--- src/rtl/imem_loader_pkg.sv ---
// imem_loader_pkg: shared types and sizing helpers for the instruction-memory loader.
// Optional feature macro: IMEM_LOADER_CKSUM_EN (see imem_loader.sv).
package imem_loader_pkg;

    typedef enum logic [1:0] {
        ST_IDLE  = 2'd0,
        ST_LOAD  = 2'd1,
        ST_WRITE = 2'd2,
        ST_DONE  = 2'd3
    } state_e;

    localparam int DEF_DATA_W = 32;

    function automatic int bytes_per_word(input int data_w);
        return data_w / 8;
    endfunction

    // Byte counter runs 0..BYTES_PER_WORD-1; never narrower than one bit.
    function automatic int bcnt_width(input int data_w);
        return (data_w / 8 > 1) ? $clog2(data_w / 8) : 1;
    endfunction

    localparam int BYTES_PER_WORD = bytes_per_word(DEF_DATA_W);
    localparam int BCNT_W         = bcnt_width(DEF_DATA_W);

endpackage

--- src/rtl/imem_loader_if.sv ---
// imem_loader_if: byte-stream valid/ready channel feeding the loader.
// master = byte source (e.g. UART receiver), slave = imem_loader.
interface imem_loader_if;

    logic       in_valid;
    logic [7:0] in_data;
    logic       in_last;
    logic       in_ready;

    modport master (
        output in_valid,
        output in_data,
        output in_last,
        input  in_ready
    );

    modport slave (
        input  in_valid,
        input  in_data,
        input  in_last,
        output in_ready
    );

endinterface

--- src/rtl/imem_loader_byte_packer.sv ---
// imem_loader_byte_packer: shifts bytes (MSB first) into a word and presents it
// left-justified, so a partial final word has zero-filled low bytes.
module imem_loader_byte_packer
    import imem_loader_pkg::*;
#(
    parameter int NB = BYTES_PER_WORD,
    parameter int CW = BCNT_W
) (
    input  logic              clk,
    input  logic              reset,
    input  logic              clr_i,
    input  logic              shift_i,
    input  logic [7:0]        byte_i,
    output logic [NB*8-1:0]   word_o,
    output logic              full_o
);

    localparam int DW = NB * 8;

    logic [DW-1:0] data_q;
    logic [CW-1:0] cnt_q;

    // Shift register and byte counter; counter wraps to 0 after a full word.
    always_ff @(posedge clk or negedge reset) begin
        if (!reset) begin
            data_q <= '0;
            cnt_q  <= '0;
        end else if (clr_i) begin
            data_q <= '0;
            cnt_q  <= '0;
        end else if (shift_i) begin
            data_q <= (data_q << 8) | DW'(byte_i);
            cnt_q  <= (cnt_q == CW'(NB - 1)) ? '0 : cnt_q + 1'b1;
        end
    end

    // A zero count here means a complete word (a write only follows an accepted byte).
    always_comb begin
        full_o = shift_i && (cnt_q == CW'(NB - 1));
        if (cnt_q == '0) begin
            word_o = data_q;
        end else begin
            word_o = data_q << (8 * (NB - int'(cnt_q)));
        end
    end

endmodule

--- src/rtl/imem_loader.sv ---
// imem_loader: packs a boot byte stream into words and writes them into the
// instruction RAM from word 0, holding the CPU in reset until the image is in.
// Optional feature: define IMEM_LOADER_CKSUM_EN to add the cksum output
// (running XOR of all accepted bytes, cleared on start).
module imem_loader
    import imem_loader_pkg::*;
#(
    parameter int ADDR_W = 6,
    parameter int WORDS  = 64,
    parameter int DATA_W = DEF_DATA_W
) (
    input  logic              clk,
    input  logic              reset,
    input  logic              start,
    imem_loader_if.slave      s_in,
    output logic              we,
    output logic [ADDR_W-1:0] wa,
    output logic [DATA_W-1:0] wd,
    output logic              cpu_hold,
    output logic              done,
    output logic [ADDR_W:0]   word_count
`ifdef IMEM_LOADER_CKSUM_EN
    ,
    output logic [7:0]        cksum
`endif
);

    state_e              state_q, state_d;
    logic [ADDR_W-1:0]   wa_q, wa_d;
    logic [ADDR_W:0]     wcnt_q, wcnt_d;
    logic [DATA_W-1:0]   wd_q;
    logic                last_q;
    logic                accept;
    logic                clr;
    logic [DATA_W-1:0]   pk_word;
    logic                pk_full;

    imem_loader_byte_packer #(
        .NB (bytes_per_word(DATA_W)),
        .CW (bcnt_width(DATA_W))
    ) u_packer (
        .clk     (clk),
        .reset   (reset),
        .clr_i   (clr),
        .shift_i (accept),
        .byte_i  (s_in.in_data),
        .word_o  (pk_word),
        .full_o  (pk_full)
    );

    // Next-state, address/count updates and handshake outputs.
    always_comb begin
        state_d = state_q;
        wa_d    = wa_q;
        wcnt_d  = wcnt_q;
        clr     = 1'b0;
        s_in.in_ready = (state_q == ST_LOAD);
        accept  = s_in.in_valid && (state_q == ST_LOAD);
        we      = (state_q == ST_WRITE);
        case (state_q)
            ST_IDLE, ST_DONE: begin
                if (start) begin
                    state_d = ST_LOAD;
                    wa_d    = '0;
                    wcnt_d  = '0;
                    clr     = 1'b1;
                end
            end
            ST_LOAD: begin
                if (accept && (pk_full || s_in.in_last)) begin
                    state_d = ST_WRITE;
                end
            end
            ST_WRITE: begin
                wcnt_d = wcnt_q + 1'b1;
                if (last_q || (wa_q == ADDR_W'(WORDS - 1))) begin
                    state_d = ST_DONE;
                end else begin
                    wa_d    = wa_q + 1'b1;
                    state_d = ST_LOAD;
                end
            end
            default: state_d = ST_IDLE;
        endcase
    end

    // Control and write-port registers; reset aborts any load in flight.
    always_ff @(posedge clk or negedge reset) begin
        if (!reset) begin
            state_q <= ST_IDLE;
            wa_q    <= '0;
            wcnt_q  <= '0;
            wd_q    <= '0;
            last_q  <= 1'b0;
        end else begin
            state_q <= state_d;
            wa_q    <= wa_d;
            wcnt_q  <= wcnt_d;
            if (state_q == ST_WRITE) begin
                wd_q <= pk_word;
            end
            if (clr) begin
                last_q <= 1'b0;
            end else if (accept) begin
                last_q <= s_in.in_last;
            end
        end
    end

    // wd shows the packed word during the write and holds it afterwards.
    assign wd         = (state_q == ST_WRITE) ? pk_word : wd_q;
    assign wa         = wa_q;
    assign word_count = wcnt_q;
    assign done       = (state_q == ST_DONE);
    assign cpu_hold   = (state_q != ST_DONE);

`ifdef IMEM_LOADER_CKSUM_EN
    logic [7:0] cksum_q;

    // Running XOR of accepted bytes, restarted with each load.
    always_ff @(posedge clk or negedge reset) begin
        if (!reset) begin
            cksum_q <= '0;
        end else if (clr) begin
            cksum_q <= '0;
        end else if (accept) begin
            cksum_q <= cksum_q ^ s_in.in_data;
        end
    end

    assign cksum = cksum_q;
`endif

endmodule

--- src/flat_wrapper.sv ---
// flat-port wrapper written by rule: the top's interface ports become plain ports
module imem_loader_flat import imem_loader_pkg::*;
#(
    parameter int ADDR_W = 6,
    parameter int WORDS  = 64,
    parameter int DATA_W = DEF_DATA_W
)
  (clk, reset, start, we, wa, wd, cpu_hold, done, word_count, s_in_in_valid, s_in_in_data, s_in_in_last, s_in_in_ready);
  imem_loader_if s_in_i ();
  input  logic clk;
  input  logic reset;
  input  logic start;
  output logic we;
  output logic [ADDR_W-1:0] wa;
  output logic [DATA_W-1:0] wd;
  output logic cpu_hold;
  output logic done;
  output logic [ADDR_W:0] word_count;
  input wire logic [$bits(s_in_i.in_valid)-1:0] s_in_in_valid;
  input wire logic [$bits(s_in_i.in_data)-1:0] s_in_in_data;
  input wire logic [$bits(s_in_i.in_last)-1:0] s_in_in_last;
  output wire logic [$bits(s_in_i.in_ready)-1:0] s_in_in_ready;
  assign s_in_i.in_valid = s_in_in_valid;
  assign s_in_i.in_data = s_in_in_data;
  assign s_in_i.in_last = s_in_in_last;
  assign s_in_in_ready = s_in_i.in_ready;
  imem_loader #(.ADDR_W(ADDR_W), .WORDS(WORDS), .DATA_W(DATA_W)) u_core (.clk(clk), .reset(reset), .start(start), .s_in(s_in_i), .we(we), .wa(wa), .wd(wd), .cpu_hold(cpu_hold), .done(done), .word_count(word_count));
endmodule
--- config.mk ---
export PLATFORM = sky130hd
export DESIGN_NAME = imem_loader_flat
export DESIGN_NICKNAME = d
export VERILOG_FILES = /design/src/rtl/imem_loader_pkg.sv /design/src/rtl/imem_loader_if.sv /design/src/rtl/imem_loader_byte_packer.sv /design/src/rtl/imem_loader.sv /design/src/flat_wrapper.sv
export SDC_FILE = /design/constraint.sdc
export NUM_CORES = 1
export LEC_CHECK = 0
export ABC_AREA = 1
export ABC_CLOCK_PERIOD_IN_PS = 1860
export CORE_MARGIN = 4
export CORE_UTILIZATION = 49
export DETAILED_ROUTE_END_ITERATION = 8
export PLACE_DENSITY = 0.76
export SYNTH_ARGS = -nofsm -noshare
export SYNTH_HDL_FRONTEND = slang
export SYNTH_SLANG_ARGS = --single-unit
--- constraint.sdc ---
create_clock -name clk -period 1.86 [get_ports clk]
set_clock_uncertainty 0.05 [all_clocks]
set_input_delay 0.372 -clock clk [delete_from_list [all_inputs] [get_ports clk]]
set_output_delay 0.372 -clock clk [all_outputs]
set_load 0.005 [all_outputs]
==> flow_summary.json, run 1 <==
{
  "outcome": "finished with violations",
  "violations": "hold timing, setup timing",
  "cts_buffer_depth": 2,
  "dp_slack_ns": -0.542,
  "fin_crit_ns": 2.42,
  "die_w_microns": 98.1,
  "tightest_slew_ns": 0.530,
  "drtIter0Drc": 309,
  "met3_length_microns": 670,
  "first_pass_iters": 5,
  "wl_met1_microns": 4870,
  "max_cap_violations": 0,
  "post-route-period-util": 1.30,
  "finalWorstSetupSlack_ns": -0.562,
  "crit_start": "u_core.u_packer.cnt_q[0]",
  "finalWirelength_microns": 12300,
  "clk-insertion-delay-late_ns": 0.35,
  "drv_slew": 0,
  "placed_cell_area_sq_um": 5110,
  "r2r.worst_path.cells": 16,
  "r2r_slack_ns": -0.53,
  "ys_async_sr_fraction": 1.00,
  "endpoint_kind": "primary output",
  "reg2reg_to": "u_core.wd_q[22]",
  "area_delta_synth_final_pct": 49.6,
  "holdWs_ns": -0.0292,
  "via_per_inst": 5.47,
  "die_height_microns": 98.1,
  "ioPinCount": 62,
  "rr_startpoint": "u_core.u_packer.cnt_q[0]",
  "cellLeakagePower_nw": 2.91,
  "clkSinkCount": 82,
  "grt_start_max_net_pins": 83,
  "core.rowCount": 32,
  "synth-seq-area-share": 0.516,
  "antenna_found_initial": 0,
  "max_freq_mhz": 413,
  "most-common-layout-cells": "nand2_1, dfrtp_1, buf_4",
  "ir_worst_vdd_v": 0.00108,
  "numPlacedInstances": 660,
  "clk_pin_slew_worst_paths_ns": 0.08,
  "min_path_type": "input port to async pin",
  "final_core_util": 0.762,
  "synth_enable_flop_cells": 0,
  "worstPathRequired_ns": 1.44,
  "synth_nets": 493,
  "syn_area_sq_um": 3980,
  "grt_pass1_vias": 4073,
  "synth_cell_types": 34,
  "avgSynthCellArea_sq_um": 8.42,
  "routedWlPerCell_microns": 16.8,
  "num_vias": 3987,
  "cts.hold.buffers_added": 0,
  "gp_congestion": 0.919,
  "rsz0062_at_grt": "true",
  "finalHoldViolCount": 15,
  "cts-root-buf": "clkbuf_8",
  "setup_viol": 37,
  "top_layer_used": "met4",
  "slew_headroom": 0.643,
  "gr-total-overflow": 0,
  "synth_top_cell_by_area": "dfrtp_1",
  "hpwl_microns": 7610,
  "die-area_sq_um": 9620,
  "worstSetupEndpoint": "wd[18]",
  "setup.worst_path.class": "flip-flop to primary output",
  "start_util": 0.509,
  "worst_setup_path_start_kind": "flip-flop",
  "synth_flop_cell": "dfrtp_1",
  "cp_data_arrival_time_ns": 2.00,
  "antenna_cells": 0,
  "final_area_sq_um": 5950,
  "finalNetCount": 644,
  "port-buffer-count": 61,
  "drcViolationCount": 0,
  "final_common_cell": "nand2_1",
  "ys_top_cells_by_area": "dfrtp_1, nand2_1, o21ai_0",
  "wl_met2_microns": 6230,
  "synth_top_area_share": 0.516,
  "htree_levels": 3,
  "cts_tree": "built",
  "final_cells": 729,
  "grt_usage": 0.256,
  "drtAntennaViolNets": 0,
  "grt_pass1_wl_microns": 19800,
  "syn_inst": 472,
  "cp_max_fo": 5,
  "power_density_nw_per_um2": 1720,
  "ys_ff_latch": 82,
  "core_sq_um": 7810,
  "yosysWarnings": 0,
  "drive_gt1_frac": 0.357,
  "fin_setup_tns_ns": -16.59,
  "numCtsBuffers": 9
}
-- logic make-up after synthesis --
group / share of synthesized area
simple gates: 0.202
compound gates: 0.166
flops: 0.516
buf+inv: 0.0840
fa+ha+maj: 0.0252
xor+xnor: 0.00661
-- power breakdown --
part	switching [mW]	total [mW]	internal (mW)
registers	0.345	2.76	2.41
clock network	0.619	1.27	0.647
logic	3.26	6.22	2.96
-- per-layer routing --
metal | vias up | GRT usage
met2 | 161 | 0.437
met1 | 1935 | 0.309
li1 | 1854 | -
met3 | 37 | 0.0514
met4 | 0 | 0.122
met5 | - | 0
-- cell usage after synthesis, types with 2 or more instances --
cell,instances
a22oi_1,8
nor3_1,2
buf_4,5
o31ai_1,9
o21ai_1,3
inv_1,48
a21oi_1,12
buf_6,2
xnor2_1,2
inv_2,3
nand2_1,152
nand3_1,16
ha_1,8
o21ai_0,48
inv_4,2
clkbuf_1,4
nor2_1,10
nand3_2,2
o22ai_1,25
nand2_2,2
buf_2,11
dfrtp_1,82
and3_1,2
nand4_1,4
-- worst min path at each step --
stage | cells past startpoint | start | slack [ns] | to
finish | 2 | reset | -0.03 | u_core.wd_q[13]
floorplan | 0 | reset | 0.03 | u_core.last_q
detailed placement | 2 | reset | 0.39 | u_core.wd_q[27]
global placement | 2 | reset | 0.38 | u_core.wd_q[27]
CTS | 2 | reset | 0.01 | u_core.wd_q[27]
global route | 2 | reset | 0.02 | u_core.wd_q[27]
-- registers in the layout, indices dropped and copies added, names as in the netlist --
name                    cells
u_core.state_q              2
u_core.wa                   6
u_core.u_packer.data_q     32
u_core.word_count           7
u_core.wd_q                32
u_core.last_q               1
u_core.u_packer.cnt_q       2
-- what timing repair did --
action	CTS	global route
resized for setup	173	84
buffers inserted	52	10
pin swaps	21	46
endpoints found under the setup margin	36	41
cloned	1	0
-- area by class of cell --
type,count,area [sq um]
Clock buffer,12,145
Timing Repair Buffer,162,1470
Fill cell,514,1860
Multi-Input combinational cell,315,1900
Clock inverter,3,40.0
Tap cell,102,128
Inverter,53,216
Sequential cell,82,2050
-- critical path: stages, from the launching register on --
cell and delay [ns]:
dfrtp_1 0.40, inv_4 0.05, ha_4 0.29, inv_4 0.04
a21oi_4 0.16, buf_12 0.15, buf_12 0.10, buf_4 0.11
o21ai_1 0.06, nand2_1 0.09, nand2_1 0.07, buf_2 0.13
-- through the flow --
step / hold slack (ns) / power [mW]
floorplan: 0.0264 / 5.18
finish: -0.0292 / 10.2
global placement: 0.385 / 7.38
CTS: 0.0148 / 9.77
detailed placement: 0.386 / 7.52
global route: 0.0199 / 10.9
Note: power is estimated with default switching activity, not from simulation.
==> inputs of run 2 (changes only) <==
--- a/config.mk
+++ b/config.mk
@@ -11,6 +11,7 @@
 export CORE_UTILIZATION = 49
 export DETAILED_ROUTE_END_ITERATION = 8
 export PLACE_DENSITY = 0.76
+export SLEW_MARGIN = 20
 export SYNTH_ARGS = -nofsm -noshare
 export SYNTH_HDL_FRONTEND = slang
 export SYNTH_SLANG_ARGS = --single-unit
==> results of run 2 <==
No change in the layout: final DEF, timing and power equal those of run 1.
==> inputs of run 3 (changes only) <==
--- a/config.mk
+++ b/config.mk
@@ -11,6 +11,7 @@
 export CORE_UTILIZATION = 49
 export DETAILED_ROUTE_END_ITERATION = 8
 export PLACE_DENSITY = 0.76
+export REMOVE_ABC_BUFFERS = 1
 export SLEW_MARGIN = 20
 export SYNTH_ARGS = -nofsm -noshare
 export SYNTH_HDL_FRONTEND = slang
==> run 3 against run 2 <==
  * The flow finishes with violations (setup timing)
  * Count of clock-buffer cells in the layout down 1
  * Critical endpoint is now wd[24]
  * Critical path type unchanged
  * Cell area fell by 2.6%
  * Final cell count is 0.27% higher
  * Clock power is essentially flat
  * Non-clock buffer count rose by 1
  * First-iteration DRC count increased by 24%
  * Hold slack better by 0.35 ns
  * Fmax is 7.7% lower
  * Die area unchanged
  * Largest power group unchanged
  * Largest cell class unchanged
  * Global-route usage increased by 0.42 points
  * Highest routed layer unchanged
  * Sequential power about the same
  * Sequential cell count unchanged
==> flow_summary.json, run 3 (synthesis gave the netlist of run 1 again) <==
{
  "outcome": "finished with violations",
  "violations": "setup timing",
  "min_path_type": "input port to async pin",
  "drtAntennaViolNets": 0,
  "finalHoldViolCount": 0,
  "finalWorstSetupSlack_ns": -0.763,
  "met2_usage": 0.452,
  "ir_worst_vdd_v": 0.000970,
  "numCtsBuffers": 9,
  "tightest_slew_ns": 0.349,
  "start_util": 0.509,
  "r2r.worst_path.cells": 16,
  "setup.worst_path.class": "flip-flop to primary output",
  "antenna_cells": 0,
  "gp_congestion": 0.879,
  "finalWirelength_microns": 12800,
  "drv_slew": 0,
  "die_height_microns": 98.1,
  "numPlacedInstances": 665,
  "port-buffer-count": 61,
  "final_cells": 731,
  "drtIter0Drc": 384,
  "grt_use_met3": 0.0429,
  "most-common-layout-cells": "nand2_1, buf_4, dfrtp_1",
  "grt_pass1_wl_microns": 20100,
  "fin_crit_ns": 2.62,
  "die_w_microns": 98.1,
  "cp_data_arrival_time_ns": 2.20,
  "endpoint_kind": "primary output",
  "antenna_found_initial": 0,
  "via_per_inst": 5.66,
  "cts-root-buf": "clkbuf_8",
  "ioPinCount": 62,
  "cts_tree": "built",
  "cellLeakagePower_nw": 2.88,
  "rsz0062_at_grt": "true",
  "area_delta_synth_final_pct": 45.7,
  "grt_pass1_vias": 4080,
  "gr-total-overflow": 0,
  "setup_viol": 37,
  "clkSinkCount": 82,
  "core_sq_um": 7810,
  "drive_gt1_frac": 0.328,
  "p_total_mw": 9.95,
  "htree_levels": 3,
  "met1_usage": 0.322,
  "grt_start_max_net_pins": 43,
  "r2r_slack_ns": -0.68,
  "core.rowCount": 32,
  "die-area_sq_um": 9620,
  "first_pass_iters": 5,
  "finalNetCount": 645,
  "grt_usage": 0.260,
  "post-route-period-util": 1.41,
  "final_common_cell": "nand2_1",
  "power_density_nw_per_um2": 1720,
  "num_vias": 4141,
  "worst_setup_path_start_kind": "flip-flop",
  "clk_pin_slew_worst_paths_ns": 0.09,
  "max_freq_mhz": 381,
  "cts_buffer_depth": 2,
  "worstPathRequired_ns": 1.44,
  "hpwl_microns": 7030,
  "drcViolationCount": 0,
  "max_cap_violations": 0,
  "cp_max_fo": 7,
  "routedWlPerCell_microns": 17.5,
  "grt-busiest-layer": "met2",
  "slew_headroom": 0.766,
  "clk-insertion-delay-late_ns": 0.36
}
-- run 3: cell types whose count changed in the layout (fill, tap and decap cells not counted), moves of 3 or more --
cell / before / now
a22oi_1: 0 / 5
a22oi_2: 8 / 3
buf_12: 12 / 8
buf_4: 62 / 83
buf_6: 30 / 11
dlygate4sd2_1: 0 / 4
nand2_1: 138 / 147
nand2_2: 14 / 7
o21ai_1: 14 / 17
-- run 3: worst max-delay path, cell delays in order, from the launching register on --
cell and delay [ns]:
dfrtp_1 0.41, inv_2 0.10, ha_4 0.23, buf_4 0.17, nor2_4 0.19, nand2_1 0.10
o21ai_0 0.12, nand2_1 0.12, nand2_1 0.09, nand2_1 0.06, dlygate4sd2_1 0.26
-- run 3: layout make-up --
type,instances,area (sq um)
clock buffer,11,141
timing repair buffer,163,1370
fill,549,2020
inverter,53,211
clock inverter,5,53.8
sequential,82,2050
tap,102,128
multi-input combinational,315,1840
-- run 3: final timing paths --
check,startpoint,end
max in group asynchronous,reset,u_core.wd_q[21]
worst min-delay path,reset,u_core.wd_q[22]
worst max register to register,u_core.u_packer.cnt_q[1],u_core.wd_q[25]
worst max-delay path,u_core.u_packer.cnt_q[1],wd[24]
min in group clk,u_core.wd_q[19],u_core.wd_q[19]
worst min register to register,u_core.wd_q[19],u_core.wd_q[19]
-- run 3: layer usage --
layer	vias to the layer above	routed length (microns)
li1	1857	-
met1	1977	4950
met2	232	6280
met3	75	962
met4	0	576
met5	-	0
-- run 3: per-stage QoR --
stage                     hold slack, ns  TNS, ns  utilization  cell area, sq um  worst slack [ns]
after floorplan                   0.0264   -29.93            -              3840            -0.769
after global placement             0.169   -14.49        0.646              5050            -0.523
after detailed placement           0.167   -15.95        0.646              5050            -0.623
after CTS                          0.325   -15.80        0.735              5740            -0.578
after global routing               0.361   -21.25        0.742              5790            -0.760
final                              0.321   -19.12        0.742              5790            -0.763
-- run 3: repair_timing --
item | CTS | global route
setup buffers | 45 | 7
gates resized for setup | 199 | 33
pin swaps | 30 | 20
hold buffers | 1 | 0
gates cloned | 2 | 0
endpoints found under the setup margin | 36 | 40
endpoints found under the hold margin | 8 | 0
-- run 3: power breakdown --
part | switching [mW] | leakage (nW) | total (mW) | internal (mW)
Sequential | 0.327 | 1.10 | 2.74 | 2.41
Clock | 0.651 | 0.103 | 1.30 | 0.653
Combinational | 3.20 | 1.67 | 5.90 | 2.71
Total | 4.18 | 2.88 | 9.95 | 5.77
